## config.mk

```make
export PLATFORM = sky130hd
export DESIGN_NAME = wisc_id_ctrl
export DESIGN_NICKNAME = d
export VERILOG_FILES = /design/src/rtl/wisc_pkg.sv /design/src/rtl/wisc_ctrl_decode.sv /design/src/rtl/wisc_id_ctrl.sv
export SDC_FILE = /design/constraint.sdc
export NUM_CORES = 1
export LEC_CHECK = 0
export ABC_AREA = 1
export CAP_MARGIN = 30
export CORE_MARGIN = 5
export CORE_UTILIZATION = 51
export DETAILED_ROUTE_END_ITERATION = 8
export GPL_ROUTABILITY_DRIVEN = 0
export PLACE_DENSITY_LB_ADDON = 0.12
export SLEW_MARGIN = 0
export SYNTH_ARGS = -nofsm -noshare
export SYNTH_HDL_FRONTEND = slang
export SYNTH_SLANG_ARGS = --single-unit
```

## constraint.sdc

```tcl
create_clock -name clk -period 4.7 [get_ports clk]
set_input_delay 0.705 -clock clk [delete_from_list [all_inputs] [get_ports clk]]
set_output_delay 0.705 -clock clk [all_outputs]
set_load 0.02 [all_outputs]
```

## src/rtl/wisc_pkg.sv

```systemverilog
// Shared WISC-15 definitions: opcodes, ALU commands, the control bundle and halt states.
package wisc_pkg;

  localparam logic [3:0] OP_ADD    = 4'h0;
  localparam logic [3:0] OP_PADDSB = 4'h1;
  localparam logic [3:0] OP_SUB    = 4'h2;
  localparam logic [3:0] OP_NAND   = 4'h3;
  localparam logic [3:0] OP_XOR    = 4'h4;
  localparam logic [3:0] OP_SLL    = 4'h5;
  localparam logic [3:0] OP_SRL    = 4'h6;
  localparam logic [3:0] OP_SRA    = 4'h7;
  localparam logic [3:0] OP_LW     = 4'h8;
  localparam logic [3:0] OP_SW     = 4'h9;
  localparam logic [3:0] OP_LHB    = 4'hA;
  localparam logic [3:0] OP_LLB    = 4'hB;
  localparam logic [3:0] OP_B      = 4'hC;
  localparam logic [3:0] OP_CALL   = 4'hD;
  localparam logic [3:0] OP_RET    = 4'hE;
  localparam logic [3:0] OP_HLT    = 4'hF;

  localparam logic [3:0] ALU_ADD    = 4'b0000;
  localparam logic [3:0] ALU_SUB    = 4'b0001;
  localparam logic [3:0] ALU_PADDSB = 4'b0010;
  localparam logic [3:0] ALU_NAND   = 4'b1000;
  localparam logic [3:0] ALU_XOR    = 4'b0100;
  localparam logic [3:0] ALU_SLL    = 4'b1100;
  localparam logic [3:0] ALU_SRL    = 4'b1110;
  localparam logic [3:0] ALU_SRA    = 4'b1111;

  typedef struct packed {
    logic [3:0] alu_cmd;
    logic       alu_src;
    logic       reg_wrt;
    logic       mem_to_reg;
    logic       mem_wrt;
    logic       branch;
    logic       call;
    logic       ret;
    logic       halt;
    logic       set_over;
    logic       set_zero;
    logic       llb;
    logic       lhb;
  } ctrl_t;

  localparam int CTRL_W = $bits(ctrl_t);

  typedef enum logic [1:0] {
    ST_RUN    = 2'd0,
    ST_DRAIN  = 2'd1,
    ST_HALTED = 2'd2
  } halt_st_t;

endpackage

```

## src/rtl/wisc_ctrl_decode.sv

```systemverilog
// Purely combinational opcode-to-control decode; shared with the single-cycle core.
module wisc_ctrl_decode
  import wisc_pkg::*;
(
  input  logic [3:0]        op_i,
  output logic [CTRL_W-1:0] ctrl_o
);

  ctrl_t c;

  always_comb begin
    c = '0;
    case (op_i)
      OP_ADD:    begin c.alu_cmd = ALU_ADD;    c.reg_wrt = 1'b1; c.set_over = 1'b1; c.set_zero = 1'b1; end
      OP_PADDSB: begin c.alu_cmd = ALU_PADDSB; c.reg_wrt = 1'b1; end
      OP_SUB:    begin c.alu_cmd = ALU_SUB;    c.reg_wrt = 1'b1; c.set_over = 1'b1; c.set_zero = 1'b1; end
      OP_NAND:   begin c.alu_cmd = ALU_NAND;   c.reg_wrt = 1'b1; c.set_zero = 1'b1; end
      OP_XOR:    begin c.alu_cmd = ALU_XOR;    c.reg_wrt = 1'b1; c.set_zero = 1'b1; end
      OP_SLL:    begin c.alu_cmd = ALU_SLL;    c.reg_wrt = 1'b1; c.set_zero = 1'b1; c.alu_src = 1'b1; end
      OP_SRL:    begin c.alu_cmd = ALU_SRL;    c.reg_wrt = 1'b1; c.set_zero = 1'b1; c.alu_src = 1'b1; end
      OP_SRA:    begin c.alu_cmd = ALU_SRA;    c.reg_wrt = 1'b1; c.set_zero = 1'b1; c.alu_src = 1'b1; end
      OP_LW:     begin c.reg_wrt = 1'b1; c.mem_to_reg = 1'b1; c.alu_src = 1'b1; end
      OP_SW:     begin c.mem_wrt = 1'b1; c.alu_src = 1'b1; end
      OP_LHB:    begin c.reg_wrt = 1'b1; c.lhb = 1'b1; end
      OP_LLB:    begin c.reg_wrt = 1'b1; c.llb = 1'b1; end
      OP_B:      c.branch = 1'b1;
      OP_CALL:   begin c.reg_wrt = 1'b1; c.call = 1'b1; end
      OP_RET:    c.ret = 1'b1;
      OP_HLT:    c.halt = 1'b1;
      default:   c = '0;
    endcase
  end

  assign ctrl_o = c;

endmodule

```

## src/rtl/wisc_id_ctrl.sv

```systemverilog
// Registered decode/control stage: ID/EX bundle, load-use bubbles, stall/flush handling
// and a halt-drain FSM that raises halted once in-flight work has retired.
module wisc_id_ctrl
  import wisc_pkg::*;
#(
  parameter int IW           = 16,
  parameter int RAW          = 4,
  parameter int DRAIN_CYCLES = 3
)(
  input  logic           clk,
  input  logic           rst,
  input  logic           instr_valid,
  input  logic [IW-1:0]  instr,
  output logic           instr_ready,
  input  logic           stall_in,
  input  logic           flush,
  output logic           ex_valid,
  output logic [3:0]     ex_alu_cmd,
  output logic           ex_alu_src,
  output logic           ex_reg_wrt,
  output logic           ex_mem_to_reg,
  output logic           ex_mem_wrt,
  output logic           ex_branch,
  output logic           ex_call,
  output logic           ex_ret,
  output logic           ex_halt,
  output logic           ex_set_over,
  output logic           ex_set_zero,
  output logic           ex_llb,
  output logic           ex_lhb,
  output logic [RAW-1:0] ex_rd,
  output logic           hazard,
  output logic           halted
);

  localparam logic [3:0] CNT_INIT = 4'(DRAIN_CYCLES - 1);

  logic [3:0]     op;
  logic [RAW-1:0] rd, rs, rt;
  assign op = instr[IW-1 -: 4];
  assign rd = instr[8 +: RAW];
  assign rs = instr[4 +: RAW];
  assign rt = instr[0 +: RAW];

  logic [CTRL_W-1:0] dec_bits;
  ctrl_t             dec_ctrl;

  wisc_ctrl_decode u_decode (
    .op_i   (op),
    .ctrl_o (dec_bits)
  );
  assign dec_ctrl = ctrl_t'(dec_bits);

  logic           ex_valid_q, ex_valid_d;
  ctrl_t          ex_ctrl_q, ex_ctrl_d;
  logic [RAW-1:0] ex_rd_q, ex_rd_d;
  halt_st_t       state_q;
  logic [3:0]     cnt_q;
  logic           halted_q;
  logic           accept;

  // Source-register usage: rs for ops 0-9, rt for ops 0-4, rd is read by SW and LHB.
  logic use_rs, use_rt, use_rd;
  assign use_rs = (op <= OP_SW);
  assign use_rt = (op <= OP_XOR);
  assign use_rd = (op == OP_SW) || (op == OP_LHB);

  assign hazard = ex_valid_q && ex_ctrl_q.mem_to_reg && instr_valid &&
                  ((use_rs && ex_rd_q == rs) || (use_rt && ex_rd_q == rt) ||
                   (use_rd && ex_rd_q == rd));

  assign instr_ready = !rst && (state_q == ST_RUN) && !flush && !stall_in && !hazard;
  assign accept      = instr_valid && instr_ready;

  // Anything that is neither a held stall nor an accept becomes a bubble.
  always_comb begin
    ex_valid_d = 1'b0;
    ex_ctrl_d  = '0;
    ex_rd_d    = '0;
    if (!flush && stall_in) begin
      ex_valid_d = ex_valid_q;
      ex_ctrl_d  = ex_ctrl_q;
      ex_rd_d    = ex_rd_q;
    end else if (accept) begin
      ex_valid_d = 1'b1;
      ex_ctrl_d  = dec_ctrl;
      ex_rd_d    = rd;
    end
  end

  always_ff @(posedge clk) begin
    if (rst) begin
      ex_valid_q <= 1'b0;
      ex_ctrl_q  <= '0;
      ex_rd_q    <= '0;
    end else begin
      ex_valid_q <= ex_valid_d;
      ex_ctrl_q  <= ex_ctrl_d;
      ex_rd_q    <= ex_rd_d;
    end
  end

  always_ff @(posedge clk) begin
    if (rst) begin
      state_q  <= ST_RUN;
      cnt_q    <= '0;
      halted_q <= 1'b0;
    end else begin
      case (state_q)
        ST_RUN: begin
          if (accept && dec_ctrl.halt) begin
            state_q <= ST_DRAIN;
            cnt_q   <= CNT_INIT;
          end
        end
        ST_DRAIN: begin
          // A flush means the hlt was on the wrong path.
          if (flush) begin
            state_q <= ST_RUN;
            cnt_q   <= '0;
          end else if (!stall_in) begin
            if (cnt_q == 4'd0) begin
              state_q  <= ST_HALTED;
              halted_q <= 1'b1;
            end else begin
              cnt_q <= cnt_q - 4'd1;
            end
          end
        end
        ST_HALTED: halted_q <= 1'b1;
        default: begin
          state_q <= ST_RUN;
          cnt_q   <= '0;
        end
      endcase
    end
  end

  assign ex_valid      = ex_valid_q;
  assign ex_alu_cmd    = ex_ctrl_q.alu_cmd;
  assign ex_alu_src    = ex_ctrl_q.alu_src;
  assign ex_reg_wrt    = ex_ctrl_q.reg_wrt;
  assign ex_mem_to_reg = ex_ctrl_q.mem_to_reg;
  assign ex_mem_wrt    = ex_ctrl_q.mem_wrt;
  assign ex_branch     = ex_ctrl_q.branch;
  assign ex_call       = ex_ctrl_q.call;
  assign ex_ret        = ex_ctrl_q.ret;
  assign ex_halt       = ex_ctrl_q.halt;
  assign ex_set_over   = ex_ctrl_q.set_over;
  assign ex_set_zero   = ex_ctrl_q.set_zero;
  assign ex_llb        = ex_ctrl_q.llb;
  assign ex_lhb        = ex_ctrl_q.lhb;
  assign ex_rd         = ex_rd_q;
  assign halted        = halted_q;

endmodule

```

==> impl_metrics.json <==
{
  "ctsResizeCount": 0,
  "p_leak_nw": 0.904,
  "synth_edf_count": 0,
  "worstSetupPathType": "primary input to primary output",
  "synth_common_cells": "nand2_1 (81), inv_1 (29), dfxtp_1 (28)",
  "crit_fanout": 8,
  "antenna_found_initial": 0,
  "reg2reg_slack_ns": 2.95,
  "fp.dieArea_um2": 4380,
  "grt_max_degree": 26,
  "setup_violations": 0,
  "synth.yosys.seq_area_share_pct": 34.8,
  "final_cells": 332,
  "grt_use_total_pct": 18.4,
  "fin_setup_tns_ns": 0,
  "clk_pin_slew_ns": 0.16,
  "irDropWorstVdd_uv": 112,
  "async_flop_share_pct": 0,
  "pin_count": 45,
  "worst_slack_ns": 1.14,
  "start_util_pct": 52.7,
  "hold_ws_ns": 0.473,
  "clock_skew_ns": 0.00719,
  "place_inst": 328,
  "run_status": "finished, final reports clean",
  "drive_gt1_share_pct": 8.68,
  "first_pass_iters": 4,
  "relSlewSlack_pct": 50.7,
  "cts_buffer_depth": 2,
  "clkLatencyLatePin_ns": 0.33,
  "top_layer_used": "met4",
  "ys_ff_latch": 28,
  "p_per_area_nw_per_um2": 220,
  "ys_warn_count": 0,
  "synth_area_per_cell_um2": 6.57,
  "syn_inst": 245,
  "cts.sinks": 28,
  "fp.dieH_um": 66.2,
  "cts-root-buf": "clkbuf_4",
  "grt_pass1_vias": 1506,
  "drc": 0,
  "synth_nets": 268,
  "cp.arrival_ns": 2.86,
  "area.growth.synth_to_final_pct": 32.3,
  "cp-end-kind": "primary output",
  "fin_crit_ns": 3.56,
  "dp_hpwl_um": 2800,
  "routed_wl_um": 3650,
  "maxCapViolCount": 0,
  "grt-ovfl-total": 0,
  "grt_pass1_wl_um": 6350,
  "critical_path_required_ns": 3.99,
  "cts_tree": "done",
  "period_share_pct": 75.8,
  "finalHoldViolCount": 0,
  "met1_length_um": 1720,
  "routed_via_density": 4.84,
  "chipWidth_um": 66.2,
  "antennaDiodeCount": 0,
  "synth_top_area_cell": "dfxtp_1",
  "h-tree-depth": 1,
  "cts_hold_buffers": 0,
  "cts_made_buffers": 3,
  "hp-class": "register to register",
  "antenna_left": 0,
  "drt_iter0_drc": 81,
  "nets": 312,
  "yosys.cell_types.count": 31,
  "synth_most_common_cell": "nand2_1",
  "syn_area_um2": 1610,
  "grt_setup_unrepaired": "no",
  "core_area_um2": 3050,
  "core.rowCount": 20,
  "synth_top_area_share_pct": 34.8,
  "cts_setup_buffers": 0,
  "fmax_mhz": 281,
  "wl_met2_um": 1730,
  "dr_total_vias": 1607,
  "synthFlopType": "dfxtp_1",
  "start_kind": "primary input",
  "wl_met3_um": 153,
  "slew_violations": 0,
  "synth.area.top_cells": "dfxtp_1 (35%), nand2_1 (19%), a21oi_1 (7.5%)",
  "wl_per_cell_um": 11.0,
  "port_buffers": 44,
  "worstMarginPinSlew_ns": 0.731,
  "preCtsSetupSlack_ns": 1.12
}
-- cell type report --
type,instances,area [µm²]
Fill cell,285,922
Multi-Input combinational cell,178,882
Sequential cell,28,561
Timing Repair Buffer,46,455
Inverter,32,125
Tap cell,44,55.1
Clock inverter,1,30.0
Clock buffer,3,22.5
-- placed cells by master, fill, tap and decap left out, drive strengths merged --
| master | synthesis | layout |
|---|---|---|
| nand2 | 85 | 85 |
| clkdlybuf4s50 | 0 | 44 |
| inv | 32 | 32 |
| nor2 | 31 | 31 |
| dfxtp | 28 | 28 |
| a21oi | 25 | 25 |
| nand3 | 17 | 17 |
| o21ai | 4 | 4 |
| nor3 | 4 | 4 |
| clkbuf | 4 | 3 |
| xor2 | 2 | 2 |
| ha | 2 | 2 |
| buf | 3 | 2 |
| nand4 | 2 | 2 |
| xnor2 | 1 | 1 |
| and3 | 1 | 1 |
| nor4 | 1 | 1 |
| o22ai | 1 | 1 |
| or2 | 1 | 1 |
| a32oi | 1 | 1 |
| bufinv | 0 | 1 |
-- cells by family after synthesis --
family          Yosys count  share of synthesized area (%)
buf+inv                  39                           10.4
simple gates            142                           41.4
xor+xnor                  3                           1.63
compound gates           31                           10.2
fa+ha+maj                 2                           1.55
flops                    28                           34.8
-- final timing paths --
path | cells past startpoint | startpoint | to
min reg2reg | 2 | halted$_SDFFE_PP0P_ | halted$_SDFFE_PP0P_
min | 2 | halted$_SDFFE_PP0P_ | halted$_SDFFE_PP0P_
max | 10 | instr[14] | instr_ready
max reg2reg | 8 | cnt_q[0]$_SDFFE_PP0P_ | cnt_q[3]$_SDFFE_PP0P_
-- power breakdown --
group          switching [mW]  internal, mW  total, mW
registers             0.00135         0.239      0.240
clock network          0.0749        0.0862      0.161
logic                  0.0372        0.0299     0.0671
total                   0.113         0.355      0.469
-- layer usage --
layer	up-vias	GRT usage, %
met1	721	23.7
li1	851	-
met5	-	0
met4	0	5.33
met3	5	3.06
met2	30	31.4
-- metrics by stage --
step | instance area, µm² | power [mW] | utilization [%]
finish | 2130 | 0.469 | 69.8
global route | 2130 | 0.488 | 69.8
CTS | 2130 | 0.472 | 69.8
detailed placement | 2080 | 0.312 | 68.1
global placement | 2080 | 0.312 | 68.1
floorplan | 1610 | 0.282 | -
-- worst max-delay path, cell delays in order --
cell and delay, ns:
clkdlybuf4s50_1 0.68, nand2_1 0.15, nand2_1 0.09, nor2_1 0.05, nand3_1 0.08, nand3_2 0.10
nand2_4 0.10, inv_1 0.06, nor4_1 0.19, clkdlybuf4s50_1 0.65
Note: power is estimated with default switching activity, not from simulation.
